### config.mk
export PLATFORM = sky130hd
export DESIGN_NAME = change_dispenser_flat
export DESIGN_NICKNAME = d
export VERILOG_FILES = /design/src/rtl/vm_pkg.sv /design/src/rtl/change_dispenser_if.sv /design/src/rtl/coin_tube.sv /design/src/rtl/change_dispenser.sv /design/src/flat_wrapper.sv
export SDC_FILE = /design/constraint.sdc
export NUM_CORES = 1
export LEC_CHECK = 0
export ABC_AREA = 1
export BUFFER_PORTS_ARGS = -buffer_cell sky130_fd_sc_hd__buf_2
export CORE_MARGIN = 4
export CORE_UTILIZATION = 28
export DETAILED_ROUTE_END_ITERATION = 8
export GPL_ROUTABILITY_DRIVEN = 1
export GPL_TIMING_DRIVEN = 0
export SLEW_MARGIN = 30
export SYNTH_ARGS = -nofsm -noshare
export SYNTH_HDL_FRONTEND = slang
export SYNTH_HIERARCHICAL = 1
export SYNTH_SLANG_ARGS = --single-unit
### constraint.sdc
create_clock -name clk -period 2 [get_ports clk]
set_clock_uncertainty 0.1 [all_clocks]
set_input_delay 0.4 -clock clk [delete_from_list [all_inputs] [get_ports clk]]
set_output_delay 0.4 -clock clk [all_outputs]
set_load 0.03 [all_outputs]
### src/rtl/vm_pkg.sv
// Shared vending-machine definitions: coin denominations, dispenser states and drink prices.
package vm_pkg;

    // Two-bit coin code shared by the hopper and the refill port; DEN_NONE is never ejected.
    localparam logic [1:0] DEN_1    = 2'd0;
    localparam logic [1:0] DEN_5    = 2'd1;
    localparam logic [1:0] DEN_10   = 2'd2;
    localparam logic [1:0] DEN_NONE = 2'd3;

    localparam int VAL_1  = 1;
    localparam int VAL_5  = 5;
    localparam int VAL_10 = 10;

    localparam int PRICE_TEA    = 10;
    localparam int PRICE_COKE   = 15;
    localparam int PRICE_COFFEE = 20;
    localparam int PRICE_MILK   = 25;

    typedef enum logic [1:0] {
        ST_IDLE,
        ST_SELECT,
        ST_EJECT,
        ST_DONE
    } disp_state_e;

    function automatic int denomValue(input logic [1:0] den);
        case (den)
            DEN_1:   return VAL_1;
            DEN_5:   return VAL_5;
            DEN_10:  return VAL_10;
            default: return 0;
        endcase
    endfunction

endpackage

### src/rtl/change_dispenser_if.sv
// Request, hopper and refill signals of the change dispenser, plus tube-level readback.
interface change_dispenser_if #(
    parameter int AMT_W = 8,
    parameter int CNT_W = 6
);
    logic             change_valid;
    logic [AMT_W-1:0] change_amount;
    logic             change_ready;
    logic             eject_valid;
    logic [1:0]       eject_denom;
    logic             eject_ack;
    logic             refill_valid;
    logic [1:0]       refill_denom;
    logic             done;
    logic [AMT_W-1:0] shortfall;
    logic [CNT_W-1:0] cnt_10;
    logic [CNT_W-1:0] cnt_5;
    logic [CNT_W-1:0] cnt_1;

    // The vending FSM / hopper side drives requests, acks and refills.
    modport master (
        output change_valid, change_amount, eject_ack, refill_valid, refill_denom,
        input  change_ready, eject_valid, eject_denom, done, shortfall,
               cnt_10, cnt_5, cnt_1
    );

    modport slave (
        input  change_valid, change_amount, eject_ack, refill_valid, refill_denom,
        output change_ready, eject_valid, eject_denom, done, shortfall,
               cnt_10, cnt_5, cnt_1
    );
endinterface

### src/rtl/coin_tube.sv
// One coin tube: saturating up/down counter; simultaneous inc and dec cancel out.
module coin_tube #(
    parameter int CNT_W = 6,
    parameter int INIT  = 20
) (
    input  logic             clk,
    input  logic             reset,
    input  logic             inc_i,
    input  logic             dec_i,
    output logic [CNT_W-1:0] count_o
);

    logic [CNT_W-1:0] count_q;
    logic [CNT_W-1:0] count_d;

    // A refill into a full tube is dropped; a decrement of an empty tube cannot happen
    // upstream but is still clamped so the counter never wraps.
    always_comb begin
        count_d = count_q;
        if (inc_i && !dec_i) begin
            if (count_q != {CNT_W{1'b1}}) begin
                count_d = count_q + 1'b1;
            end
        end else if (dec_i && !inc_i) begin
            if (count_q != '0) begin
                count_d = count_q - 1'b1;
            end
        end
    end

    always_ff @(posedge clk) begin
        if (reset) begin
            count_q <= CNT_W'(INIT);
        end else begin
            count_q <= count_d;
        end
    end

    assign count_o = count_q;

endmodule

### src/rtl/change_dispenser.sv
// Pays a change amount one coin at a time, greedily choosing 10/5/1 from whatever tubes are stocked.
module change_dispenser
    import vm_pkg::*;
#(
    parameter int AMT_W   = 8,
    parameter int CNT_W   = 6,
    parameter int INIT_10 = 20,
    parameter int INIT_5  = 20,
    parameter int INIT_1  = 20
) (
    input  logic         clk,
    input  logic         reset,
    change_dispenser_if.slave bus
);

    disp_state_e      state_q;
    logic [AMT_W-1:0] remaining_q;
    logic [1:0]       ejectDenom_q;
    logic             ejectValid_q;
    logic             done_q;
    logic [AMT_W-1:0] shortfall_q;
    logic             ready_q;

    logic [CNT_W-1:0] cnt10;
    logic [CNT_W-1:0] cnt5;
    logic [CNT_W-1:0] cnt1;

    logic             pickValid;
    logic [1:0]       pickDenom;
    logic [AMT_W-1:0] coinValue;
    logic             ackTaken;
    logic             dec10, dec5, dec1;
    logic             inc10, inc5, inc1;

    // Greedy choice: largest coin that fits the remainder and is actually in stock.
    always_comb begin
        pickValid = 1'b1;
        pickDenom = DEN_1;
        if (remaining_q >= AMT_W'(VAL_10) && cnt10 != '0) begin
            pickDenom = DEN_10;
        end else if (remaining_q >= AMT_W'(VAL_5) && cnt5 != '0) begin
            pickDenom = DEN_5;
        end else if (remaining_q >= AMT_W'(VAL_1) && cnt1 != '0) begin
            pickDenom = DEN_1;
        end else begin
            pickValid = 1'b0;
        end
    end

    always_comb begin
        coinValue = AMT_W'(denomValue(ejectDenom_q));
    end

    assign ackTaken = (state_q == ST_EJECT) && bus.eject_ack;
    assign dec10    = ackTaken && (ejectDenom_q == DEN_10);
    assign dec5     = ackTaken && (ejectDenom_q == DEN_5);
    assign dec1     = ackTaken && (ejectDenom_q == DEN_1);
    assign inc10    = bus.refill_valid && (bus.refill_denom == DEN_10);
    assign inc5     = bus.refill_valid && (bus.refill_denom == DEN_5);
    assign inc1     = bus.refill_valid && (bus.refill_denom == DEN_1);

    coin_tube #(.CNT_W(CNT_W), .INIT(INIT_10)) u_tube10 (
        .clk     (clk),
        .reset   (reset),
        .inc_i   (inc10),
        .dec_i   (dec10),
        .count_o (cnt10)
    );

    coin_tube #(.CNT_W(CNT_W), .INIT(INIT_5)) u_tube5 (
        .clk     (clk),
        .reset   (reset),
        .inc_i   (inc5),
        .dec_i   (dec5),
        .count_o (cnt5)
    );

    coin_tube #(.CNT_W(CNT_W), .INIT(INIT_1)) u_tube1 (
        .clk     (clk),
        .reset   (reset),
        .inc_i   (inc1),
        .dec_i   (dec1),
        .count_o (cnt1)
    );

    // Every output is a register, so eject_ack can never reach eject_valid in the same cycle.
    always_ff @(posedge clk) begin
        if (reset) begin
            state_q      <= ST_IDLE;
            remaining_q  <= '0;
            ejectDenom_q <= DEN_1;
            ejectValid_q <= 1'b0;
            done_q       <= 1'b0;
            shortfall_q  <= '0;
            ready_q      <= 1'b1;
        end else begin
            done_q      <= 1'b0;
            shortfall_q <= '0;
            case (state_q)
                ST_IDLE: begin
                    if (bus.change_valid) begin
                        remaining_q <= bus.change_amount;
                        ready_q     <= 1'b0;
                        state_q     <= ST_SELECT;
                    end
                end
                ST_SELECT: begin
                    if (remaining_q == '0) begin
                        done_q  <= 1'b1;
                        state_q <= ST_DONE;
                    end else if (!pickValid) begin
                        done_q      <= 1'b1;
                        shortfall_q <= remaining_q;
                        state_q     <= ST_DONE;
                    end else begin
                        ejectDenom_q <= pickDenom;
                        ejectValid_q <= 1'b1;
                        state_q      <= ST_EJECT;
                    end
                end
                ST_EJECT: begin
                    if (bus.eject_ack) begin
                        remaining_q  <= remaining_q - coinValue;
                        ejectValid_q <= 1'b0;
                        state_q      <= ST_SELECT;
                    end
                end
                ST_DONE: begin
                    remaining_q <= '0;
                    ready_q     <= 1'b1;
                    state_q     <= ST_IDLE;
                end
                default: begin
                    ejectValid_q <= 1'b0;
                    ready_q      <= 1'b1;
                    state_q      <= ST_IDLE;
                end
            endcase
        end
    end

    assign bus.change_ready = ready_q;
    assign bus.eject_valid  = ejectValid_q;
    assign bus.eject_denom  = ejectDenom_q;
    assign bus.done         = done_q;
    assign bus.shortfall    = shortfall_q;
    assign bus.cnt_10       = cnt10;
    assign bus.cnt_5        = cnt5;
    assign bus.cnt_1        = cnt1;

endmodule
### src/flat_wrapper.sv
// flat-port wrapper written by rule: the top's interface ports become plain ports
module change_dispenser_flat import vm_pkg::*;
#(
    parameter int AMT_W   = 8,
    parameter int CNT_W   = 6,
    parameter int INIT_10 = 20,
    parameter int INIT_5  = 20,
    parameter int INIT_1  = 20
)
  (clk, reset, bus_change_valid, bus_change_amount, bus_eject_ack, bus_refill_valid, bus_refill_denom, bus_change_ready, bus_eject_valid, bus_eject_denom, bus_done, bus_shortfall, bus_cnt_10, bus_cnt_5, bus_cnt_1);
  change_dispenser_if #(.AMT_W(AMT_W), .CNT_W(CNT_W)) bus_i ();
  input  logic clk;
  input  logic reset;
  input wire logic [$bits(bus_i.change_valid)-1:0] bus_change_valid;
  input wire logic [$bits(bus_i.change_amount)-1:0] bus_change_amount;
  input wire logic [$bits(bus_i.eject_ack)-1:0] bus_eject_ack;
  input wire logic [$bits(bus_i.refill_valid)-1:0] bus_refill_valid;
  input wire logic [$bits(bus_i.refill_denom)-1:0] bus_refill_denom;
  output wire logic [$bits(bus_i.change_ready)-1:0] bus_change_ready;
  output wire logic [$bits(bus_i.eject_valid)-1:0] bus_eject_valid;
  output wire logic [$bits(bus_i.eject_denom)-1:0] bus_eject_denom;
  output wire logic [$bits(bus_i.done)-1:0] bus_done;
  output wire logic [$bits(bus_i.shortfall)-1:0] bus_shortfall;
  output wire logic [$bits(bus_i.cnt_10)-1:0] bus_cnt_10;
  output wire logic [$bits(bus_i.cnt_5)-1:0] bus_cnt_5;
  output wire logic [$bits(bus_i.cnt_1)-1:0] bus_cnt_1;
  assign bus_i.change_valid = bus_change_valid;
  assign bus_i.change_amount = bus_change_amount;
  assign bus_i.eject_ack = bus_eject_ack;
  assign bus_i.refill_valid = bus_refill_valid;
  assign bus_i.refill_denom = bus_refill_denom;
  assign bus_change_ready = bus_i.change_ready;
  assign bus_eject_valid = bus_i.eject_valid;
  assign bus_eject_denom = bus_i.eject_denom;
  assign bus_done = bus_i.done;
  assign bus_shortfall = bus_i.shortfall;
  assign bus_cnt_10 = bus_i.cnt_10;
  assign bus_cnt_5 = bus_i.cnt_5;
  assign bus_cnt_1 = bus_i.cnt_1;
  change_dispenser #(.AMT_W(AMT_W), .CNT_W(CNT_W), .INIT_10(INIT_10), .INIT_5(INIT_5), .INIT_1(INIT_1)) u_core (.clk(clk), .reset(reset), .bus(bus_i));
endmodule
==> flow_metrics.py <==
metrics = {
    "timing": {
        "setup_ws_ps": -0.369,
        "worst_pin_slew_ps": 464,
        "setup_viol_count_final": 1,
        "fmax_mhz": 500,
        "finalCriticalPeriod_ps": 2000,
        "finalCritPeriodShare_pct": 100,
        "rsz0062_at_grt": "yes",
        "slew_viol_final": 0,
        "relSlewSlack_pct": 68.7,
        "tns_ps": -0.369,
        "hold_viol_final": 0,
    },
    "job": {
        "drv_cap": 0,
    },
    "cells_and_area": {
        "fin_cells": 632,
        "final_common_cell": "nand2_1",
        "nets": 537,
        "area_delta_synth_final_pct": 30.5,
        "diodes": 0,
        "design_area_mm2": 0.00375,
        "layout_common_cells": "nand2_1 (89), nor2_1 (62), inv_1 (49)",
        "n_fill_cell": 1036,
        "drive_gt1_share_pct": 31.7,
    },
    "critical_path": {
        "endpoint_kind": "flip-flop",
        "arrival_ps": 2100,
        "crit_path_max_fanout": 6,
        "cp.required_ps": 2100,
        "path_class": "reg -> reg",
        "cp-start-kind": "flip-flop",
    },
    "synth": {
        "synth_mux_area_share_pct": 0,
        "synth.avg_cell_area_um2": 6.58,
        "synth_xor_area_share_pct": 1.52,
        "synth-seq-area-share_pct": 28.6,
        "yosys.area_share.simple_pct": 38.3,
        "synth.distinct_cells": 29,
        "yosys_warnings": 6,
        "synth_seq_cells": 41,
        "synth_area_leaders": "dfxtp_1 (29%), nand2_1 (13%), ha_1 (8.7%)",
        "yosysTopAreaCellShare_pct": 28.6,
        "ys.flop_type": "dfxtp_1",
        "syn_area_mm2": 0.00287,
        "synth_top_family_by_area": "simple AND/OR/NAND/NOR gates",
        "yosysTopAreaCell": "dfxtp_1",
        "syn_inst": 437,
        "synthAdderAreaFrac_pct": 11.5,
        "synth_edf_count": 0,
        "synth-compound-area-share_pct": 9.97,
        "synth_nets": 476,
        "synthArstFlopShare_pct": 0,
    },
    "global_routing": {
        "grt_pass1_wl_um": 11600,
        "grt_max_degree": 13,
        "gr-max-usage-layer": "met2",
        "use_met2_pct": 20.8,
        "use_met3_pct": 2.94,
        "grt_pass1_vias": 2598,
        "grt.total_usage_pct": 12.0,
        "antenna_found_initial": 0,
        "overflow": 0,
        "grt_util_met1_pct": 14.7,
    },
    "place": {
        "placed_cell_area_mm2": 0.00345,
        "place_congestion": 0.832,
        "placed_cells": 615,
        "dp_hpwl_um": 5470,
        "io_buffers": 45,
    },
    "detailed_routing": {
        "routedWlPerCell_um": 11.2,
        "drtPass1Iterations": 4,
        "via_per_inst": 4.47,
        "drt_wl_total_um": 7090,
        "vias": 2826,
        "drt_iter0_drc": 109,
        "drc": 0,
        "ant_nets": 0,
    },
    "floorplan": {
        "die_area_mm2": 0.0119,
        "die_h_um": 109,
        "initial_core_util_pct": 29.1,
        "core-area_mm2": 0.00986,
        "die_w_um": 109,
        "boundaryPins": 46,
        "fp-row-count": 36,
    },
    "power": {
        "p_per_area_mw_per_mm2": 702,
        "p_leak_nw": 1.79,
        "vdd_drop_max_mv": 0.269,
    },
    "clock_network": {
        "cts_buffers": 5,
        "cts_hold_buf": 0,
        "cts_tree": "yes",
        "cts-htree-levels": 2,
        "cts_root_buffer": "clkbuf_8",
        "clkLatencyLatePin_ps": 290,
        "cts_max_path_buffers": 2,
        "numClockSinks": 41,
        "clkTransAtPathRegs_ps": 80,
    },
    "hold_path": {
        "worstHoldPathType": "in -> reg",
    },
    "run_status": {
        "status": "complete, but fails checks",
        "violations": "setup timing",
    },
}
## flip-flops by register name, summed over array words and instances, names as in the netlist
| signal | count |
|---|---|
| u_core/u_tube5/count_o | 6 |
| u_core/bus.eject_valid | 1 |
| u_core/bus.done | 1 |
| u_core/state_q | 2 |
| u_core/u_tube1/count_o | 6 |
| u_core/bus.eject_denom | 2 |
| u_core/remaining_q | 8 |
| u_core/bus.change_ready | 1 |
| u_core/bus.shortfall | 8 |
| u_core/u_tube10/count_o | 6 |
## final timing paths
check                             from                    endpoint  slack, ps  cells past startpoint
min               bus_change_amount[2]       u_core/remaining_q[2]        250                      3
min reg2reg     u_core/bus.eject_valid      u_core/bus.eject_valid        370                      2
max          u_core/bus.eject_denom[1]  u_core/u_tube10/count_o[5]       -0.4                     15
max reg2reg  u_core/bus.eject_denom[1]  u_core/u_tube10/count_o[5]       -0.4                     15
## critical path: stages (launching register included)
cell	delay, ps
dfxtp_4	360
inv_4	40
or2_4	240
nor2_4	110
inv_2	50
ha_4	170
inv_8	90
ha_4	200
nand2_2	80
nand2_4	70
nand3_4	90
nand2_1	50
nand2_1	50
nand2_1	60
nor2_1	100
nor2_1	40
## layer usage
| metal | routed length [µm] | vias to the layer above |
|---|---|---|
| met5 | 0 | - |
| met4 | 61 | 0 |
| met3 | 387 | 6 |
| met2 | 3490 | 49 |
| met1 | 3150 | 1274 |
| li1 | - | 1497 |
## power breakdown
part           leakage [nW]  internal (mW)  switching (mW)
sequential            0.339          0.888           0.108
clock                0.0528          0.369           0.279
combinational          1.39          0.389           0.601
total                  1.79           1.65           0.988
## what timing repair did
item                                    4_1_cts  5_1_grt
gates cloned                                  0        0
pin swaps                                     4       16
buffers inserted                              8        1
resized for setup                            15       29
endpoints found under the hold margin         0        0
endpoints found under the setup margin       18       17
## logic make-up after synthesis
kind of cell	Yosys count
compound gates	55
simple gates	240
flops	41
buf+inv	72
fa+ha+maj	24
xor+xnor	5
## cell usage after synthesis (3+ instances only)
| cell | instances |
|---|---|
| inv_2 | 13 |
| nand3_2 | 4 |
| nor2_4 | 4 |
| inv_1 | 54 |
| buf_6 | 3 |
| o21ai_0 | 20 |
| or2_1 | 3 |
| nand2_1 | 103 |
| a21oi_1 | 30 |
| fa_1 | 4 |
| nand2_4 | 4 |
| nand3_1 | 31 |
| dfxtp_1 | 41 |
| nor2_1 | 63 |
| nor2_2 | 10 |
| nand2_2 | 4 |
| xor2_1 | 3 |
| ha_1 | 20 |
| or2_2 | 3 |
| nor3_1 | 7 |
## layout make-up
| type | instances | area (µm²) | area share, % |
|---|---|---|---|
| Sequential cell | 41 | 833 | 22.2 |
| Buffer | 3 | 33.8 | 0.901 |
| Clock buffer | 6 | 72.6 | 1.94 |
| Tap cell | 133 | 166 | 4.44 |
| Multi-Input combinational cell | 324 | 2020 | 54.0 |
| Inverter | 69 | 294 | 7.84 |
| Timing Repair Buffer | 54 | 293 | 7.81 |
| Clock inverter | 2 | 33.8 | 0.901 |
## stage by stage
step	total power, mW	utilization [%]	setup slack [ps]	hold slack [ps]
2_1_floorplan	1.71	-	4.94	359
3_3_place_gp	1.91	35.0	-380	356
3_5_place_dp	1.93	35.0	-409	356
4_1_cts	2.62	37.2	5.96	241
5_1_grt	2.84	38.0	-141	257
6_report	2.63	38.0	-0.369	251
(Power assumes the default switching activity.)
